**config.mk**
```make
export PLATFORM = sky130hd
export DESIGN_NAME = modulo_arbitro_rr4
export DESIGN_NICKNAME = d
export VERILOG_FILES = /design/src/rtl/modulo_arbitro_rr4.sv
export SDC_FILE = /design/constraint.sdc
export NUM_CORES = 1
export LEC_CHECK = 0
export ABC_CLOCK_PERIOD_IN_PS = 2550
export CORE_ASPECT_RATIO = 1.25
export CORE_MARGIN = 2
export CORE_UTILIZATION = 49
export CTS_CLUSTER_DIAMETER = 30
export CTS_CLUSTER_SIZE = 8
export DETAILED_ROUTE_END_ITERATION = 7
export GPL_TIMING_DRIVEN = 0
export PLACE_DENSITY_LB_ADDON = 0.15
export SYNTH_ARGS = -nofsm -noshare
export SYNTH_HDL_FRONTEND = slang
export SYNTH_SLANG_ARGS = --single-unit
```
**constraint.sdc**
```tcl
create_clock -name clk -period 2.55 [get_ports clk]
set_input_delay 0.3825 -clock clk [delete_from_list [all_inputs] [get_ports clk]]
set_output_delay 0.3825 -clock clk [all_outputs]
set_load 0.01 [all_outputs]
```
**src/rtl/modulo_arbitro_rr4.sv**
```systemverilog
// Four-way round-robin arbiter with hold limit, driving a 4:1 mux select.
// Ports: clk, rst (sync, high), req[3:0] in; gnt[3:0], input_sel[1:0], busy out.
module modulo_arbitro_rr4 #(
  parameter int MAX_HOLD = 8
) (
  input  logic       clk,
  input  logic       rst,
  input  logic [3:0] req,
  output logic [3:0] gnt,
  output logic [1:0] input_sel,
  output logic       busy
);

  localparam logic [7:0] HOLD_MAX = 8'(MAX_HOLD);

  typedef enum logic {
    IDLE,
    GRANT
  } state_t;

  state_t     state_q, state_d;
  logic [1:0] owner_q, owner_d;
  logic [1:0] ptr_q, ptr_d;
  logic [7:0] hc_q, hc_d;
  logic [3:0] others;
  logic [3:0] gnt_d;
  logic [1:0] sel_d;
  logic       busy_d;

  // First requester after base, wrapping; base itself is tried last.
  function automatic logic [1:0] rr_pick(
    input logic [1:0] base,
    input logic [3:0] r
  );
    logic [1:0] idx;
    rr_pick = base;
    for (int k = 4; k >= 1; k--) begin
      idx = base + 2'(k);
      if (r[idx]) rr_pick = idx;
    end
  endfunction

  assign others = req & ~(4'b0001 << owner_q);

  always_comb begin
    state_d = state_q;
    owner_d = owner_q;
    ptr_d   = ptr_q;
    hc_d    = hc_q;
    unique case (state_q)
      IDLE: begin
        if (|req) begin
          state_d = GRANT;
          owner_d = rr_pick(ptr_q, req);
          hc_d    = 8'd1;
        end
      end
      GRANT: begin
        // Release, or preempt a saturated owner when someone else waits.
        if (!req[owner_q] || (hc_q == HOLD_MAX && |others)) begin
          ptr_d = owner_q;
          if (|others) begin
            owner_d = rr_pick(owner_q, others);
            hc_d    = 8'd1;
          end else begin
            state_d = IDLE;
          end
        end else if (hc_q != HOLD_MAX) begin
          hc_d = hc_q + 8'd1;
        end
      end
      default: state_d = IDLE;
    endcase
  end

  always_comb begin
    gnt_d  = 4'b0000;
    busy_d = 1'b0;
    sel_d  = input_sel;
    if (state_d == GRANT) begin
      gnt_d  = 4'b0001 << owner_d;
      busy_d = 1'b1;
      sel_d  = owner_d;
    end
  end

  always_ff @(posedge clk) begin
    if (rst) begin
      state_q   <= IDLE;
      owner_q   <= 2'd0;
      ptr_q     <= 2'd3;
      hc_q      <= 8'd0;
      gnt       <= 4'b0000;
      busy      <= 1'b0;
      input_sel <= 2'd0;
    end else begin
      state_q   <= state_d;
      owner_q   <= owner_d;
      ptr_q     <= ptr_d;
      hc_q      <= hc_d;
      gnt       <= gnt_d;
      busy      <= busy_d;
      input_sel <= sel_d;
    end
  end

endmodule

```
* Yosys cells after proc, flatten, opt, wreduce, memory -nomap -nowiden
Index checks and enable logic that the tools add are counted.
** Operators by class
- Add/sub/neg operators :: 7
- Order comparisons :: 7
- Equal/unequal tests :: 5
- Shift-type cells :: 2
- Multiplexer cells :: 34
- Bitwise logic cells :: 4
- Reduce and logical (&&, ||, !) cells :: 8
** Operators with widths (count)
- 8-bit 2-to-1 mux :: 4
- 2-bit by 3-bit < comparator with 1-bit output (second input constant) :: 7
- 2-bit 2-to-1 mux :: 9
- 8-bit case mux with 2 select lines :: 1
- 1-bit binary-select mux with 2-bit select :: 7
- 1-bit 2-to-1 mux :: 11
- 2-bit adder (second input constant) :: 4
- 8-bit by 1-bit adder with 8-bit output (second input constant) :: 1
- 8-bit by 4-bit equality test with 1-bit output (second input constant) :: 1
- 8-bit by 4-bit != test with 1-bit output (second input constant) :: 1
- 4-bit OR reduction :: 2
- 1-bit by 2-bit << shifter with 4-bit output (first input constant) :: 2
- 2-bit by 1-bit adder with 2-bit output (second input constant) :: 2
- 4-bit AND :: 1
- 4-bit NOT :: 1
- 2-bit case mux with 2 select lines :: 1
- 3-bit by 1-bit != test with 1-bit output (second input constant) :: 1
- 3-bit != test (second input constant) :: 1
- 3-bit AND reduction :: 1
- 2-bit != test (second input constant) :: 1
- 1-bit NOT :: 2
- 1-bit case mux with 2 select lines :: 1
- 2-bit AND reduction :: 1
- 2-bit OR reduction :: 1
- 3 further kinds :: 3
** Word-level totals
- Flip-flop bits (word level) :: 20
- Input bits :: 6
- Word-level logic and storage cells :: 74

* Longest topological paths before layout
- Word-level depth :: 12
- Gate-level depth with buffers :: 10
- Depth with buffers taken out :: 8

* Worst setup path after synthesis
OpenSTA, ideal clock, no wires.
- Path kind :: input port to flip-flop
- Start :: input req[1]
- End :: register gnt[2]
- Library setup time :: 73 ps
- Data arrival time :: 2332 ps
- Data required time :: 2477 ps
- Setup slack :: 146 ps
- Stages :: 7
- Path buffers :: 1
- Cells stage by stage :: clkbuf_1 -> mux4_2 -> a21boi_1 -> or3_4 -> o311a_4 -> nor3_4 -> nor3b_2
** On the way
- Cells in the longest elaborated chain, start to end :: 10
- Elaborated cells on any way between the ends :: 37
** RTL lines
- start: declaration :: RTL line 8 : input logic [3:0] req,
- 4-bit AND :: RTL line 43 : assign others = req & ~(4'b0001 << owner_q);
- 1-bit binary-select mux with 2-bit select :: RTL line 39 : if (r[idx]) rr_pick = idx;
- 1-bit 2-to-1 mux (not written as such) :: RTL line 39
- 2-bit 2-to-1 mux (3 in a row) :: RTL line 39
- 2-bit 2-to-1 mux :: RTL line 62 : if (|others) begin
- 2-bit 2-to-1 mux :: RTL line 60 : if (!req[owner_q] || (hc_q == HOLD_MAX && |others)) begin
- 2-bit case mux with 2 select lines :: RTL line 50 : unique case (state_q)
- 1-bit by 2-bit << shifter with 4-bit output :: RTL line 81 : gnt_d = 4'b0001 << owner_d;
- end signal: assignment :: RTL line 101 : gnt <= gnt_d;
- end: declaration :: RTL line 9 : output logic [3:0] gnt,
Several ways; a longest one is shown, not always the timed one. The select of a mux whose other input is x is not followed.
A chain may end at the register's enable or synchronous reset.

* Final worst setup path
- Start :: register owner_q[0]
- End :: register owner_q[0]
** On the way
- Cells in the longest elaborated chain, start to end :: 11
- Elaborated cells on any way between the ends :: 25
** RTL lines
- start: declaration :: RTL line 22 : logic [1:0] owner_q, owner_d;
- start signal: assignment :: RTL line 98 : owner_q <= owner_d;
- branches (longest 10 deep; another with 2-bit adder)
- 2-bit case mux with 2 select lines * :: RTL line 50
Mark *: on every way between the ends. The select of a mux whose other input is x is not followed.

==> qor.yml <==
drt:
  wl_per_cell_um: 14.8
  avgViaCountPerCell: 5.75
  finalWirelength_um: 2710
  remaining_drc_errors: 0
  first_iter_violations: 38
  firstDrtPassIters: 4
  dr_total_vias: 1053
  ant_nets: 0
sta:
  slew_headroom_pct: 65.1
  post-route-min-period_ns: 2.44
  fin_crit_sh_pct: 95.7
  slew_violations: 0
  final_hold_viol_count: 0
  setup_viol: 0
  tightest_slew_ns: 0.523
  fmax_mhz: 410
  worst_slack_ns: 0.110
  skew_ns: 0.00107
worst_setup_path:
  critPathCapture: "owner_q[0]"
  ff2ff_setup_slack_ns: 0.11
  reg2reg_from: "owner_q[0]"
  critPathMaxFanout: 6
  r2r-end: "owner_q[0]"
  worstPathRequired_ns: 2.74
  reg2reg_depth: 10
  cp-end-kind: "flip-flop"
  critical_path_class: "reg -> reg"
  critical_path_arrival_ns: 2.63
  crit_path_start_kind: "flip-flop"
  startpoint: "owner_q[0]"
cells_and_area:
  num-fill-cells: 193
  multiInputGateArea_um2: 742
  seq_area_um2: 385
  layout_commonest_cell: "dfxtp_1"
  layout_common_cells: "dfxtp_1, nor2_1, buf_4"
  diodes: 0
  drive_gt1_share_pct: 21.1
  finalNetCount: 165
  area_growth_pct: 23.0
  fin_util_pct: 64.1
yosys:
  synth_area_leaders: "dfxtp_1, ha_1, nand2b_1"
  synth_seq_area_share_pct: 33.0
  yosys.cell_types.count: 41
  synth_top_flop_cell: "dfxtp_1"
  synth-async-reset-ratio_pct: 0
  synth_nets: 140
  synth_edf_count: 0
  syn_avg_cell_area_um2: 9.00
  ys_seq_elements: 19
  yosys_warnings: 0
  syn-instance-count: 128
  yosysTopAreaCell: "dfxtp_1"
  netlist_area_um2: 1150
  synth_top_area_share_pct: 33.0
pwr:
  irDropWorstVdd_v: 0.000481
  p_sw_w: 0.000265
  swShare_pct: 33.2
  power.share.clock_pct: 19.6
  powerDensity_nw_per_um2: 563
  combinationalPowerShare_pct: 37.0
  power_frac_seq_pct: 43.4
  intPower_w: 0.000532
  power.total_w: 0.000798
  p_leak_nw: 0.565
clocking:
  clockBufferDepth: 2
  cts.sinks: 19
  clk_latency_ns: 0.30
  clkTransAtPathRegs_ns: 0.11
  ctsHoldBuffers: 0
  cts.htree.levels: 1
  cts_tree: "done"
  cts_inserted_buffers: 3
  cts_root_buf: "clkbuf_4"
placement:
  port_buffers: 10
  pre_cts_slack_ns: -0.515
  gp_congestion: 0.795
  dp_hpwl_um: 1880
floorplan:
  initial_core_util_pct: 52.1
  die_y_um: 58.2
  io_pins: 13
  fp-row-count: 19
  die_area_um2: 2760
  core_area_um2: 2210
  die_w_um: 47.4
hold_path:
  min_path_type: "in -> reg"
outcome:
  status: "completed"
flow_run:
  drv_cap: 0
grt:
  grt_pass1_vias: 974
  grt_first_pass_wirelength_um: 4200
  grt.total_usage_pct: 21.6
  grt_overflow: 0
  grt_antenna_before_repair: 0
  grt_start_max_net_pins: 12
power groups by stage:
stage	Combinational (W)	Clock, W	Sequential (W)
after floorplan	0.000162	0	0.000357
after global placement	0.000235	0	0.000354
after detailed placement	0.000244	0	0.000355
after CTS	0.000263	0.000162	0.000349
after global routing	0.000320	0.000169	0.000349
final	0.000295	0.000156	0.000346
worst min-delay path by stage:
stage          cells past startpoint  slack, ns           end         start
6_report                           2       0.45    owner_q[1]           rst
4_1_cts                            2       0.44    owner_q[0]           rst
3_5_place_dp                       2       0.49  input_sel[1]  input_sel[1]
5_1_grt                            2       0.47    owner_q[0]           rst
2_1_floorplan                      1       0.47      ptr_q[0]      ptr_q[0]
3_3_place_gp                       2       0.48  input_sel[1]  input_sel[1]
per-stage QoR:
step / TNS [ns] / instances / hold slack, ns / instance area (µm²)
final: 0 / 183 / 0.449 / 1420
after CTS: 0 / 178 / 0.441 / 1360
after detailed placement: -3.18 / 169 / 0.487 / 1290
after global placement: -2.60 / 169 / 0.480 / 1290
after floorplan: 0 / 128 / 0.473 / 1150
after global routing: -0.00268 / 183 / 0.468 / 1420
state kept, by name, summed over array words and instances (netlist names):
name / flops
input_sel: 2
owner_q: 2
gnt: 4
busy: 1
ptr_q: 2
hc_q: 8
layer usage:
metal  vias up  wire length [µm]  track usage, %
li1        516                 -               -
met1       506              1080            23.3
met2        21              1470            37.6
met3        10                81            4.36
met4         0                82            10.7
met5         -                 0               0
logic make-up after synthesis:
family	count (synthesis)	synth area share, %
AOI/OAI and AO/OA	27	18.9
DFF	19	33.0
adders and majority gates	6	6.51
buffers and inverters	12	4.56
xor gates and xnor gates	6	4.56
muxes	4	4.67
and+or+nand+nor	54	27.8
worst max-delay path, stage by stage, from the launching register on:
cell and delay (ns):
dfxtp_2 0.36, buf_6 0.11, inv_2 0.06, ha_1 0.20
or4b_2 0.64, o31ai_2 0.12, o221a_2 0.31, a2111oi_4 0.07
nor3_4 0.25, buf_4 0.17, nor2_1 0.03
Yosys cell counts (2+ instances only):
cell type,number
nand2_1,6
o221a_2,2
nor2_1,14
a211o_1,2
and3_1,4
inv_1,8
nor3_1,2
o22ai_1,2
dfxtp_1,19
ha_1,6
clkbuf_1,2
a21oi_1,4
o31a_1,2
xor2_1,6
nand2b_1,9
nor3b_1,2
mux2i_1,2
nand4_1,6
o21ai_0,8
timing repair:
item                       in CTS  in global routing
pin swaps                       3                  6
gates cloned                    0                  0
setup endpoints to repair       6                  7
resized for setup               5                  6
setup buffers                   5                  5
layout make-up:
class | count | share of cell area [%]
buffer | 4 | 1.59
clock buffer | 3 | 1.59
clock inverter | 1 | 0.353
inverter | 8 | 2.12
multi-input combinational | 97 | 52.3
sequential | 19 | 27.2
tap | 31 | 2.74
timing repair buffer | 20 | 12.1
Note: power is estimated with default switching activity, not from simulation.
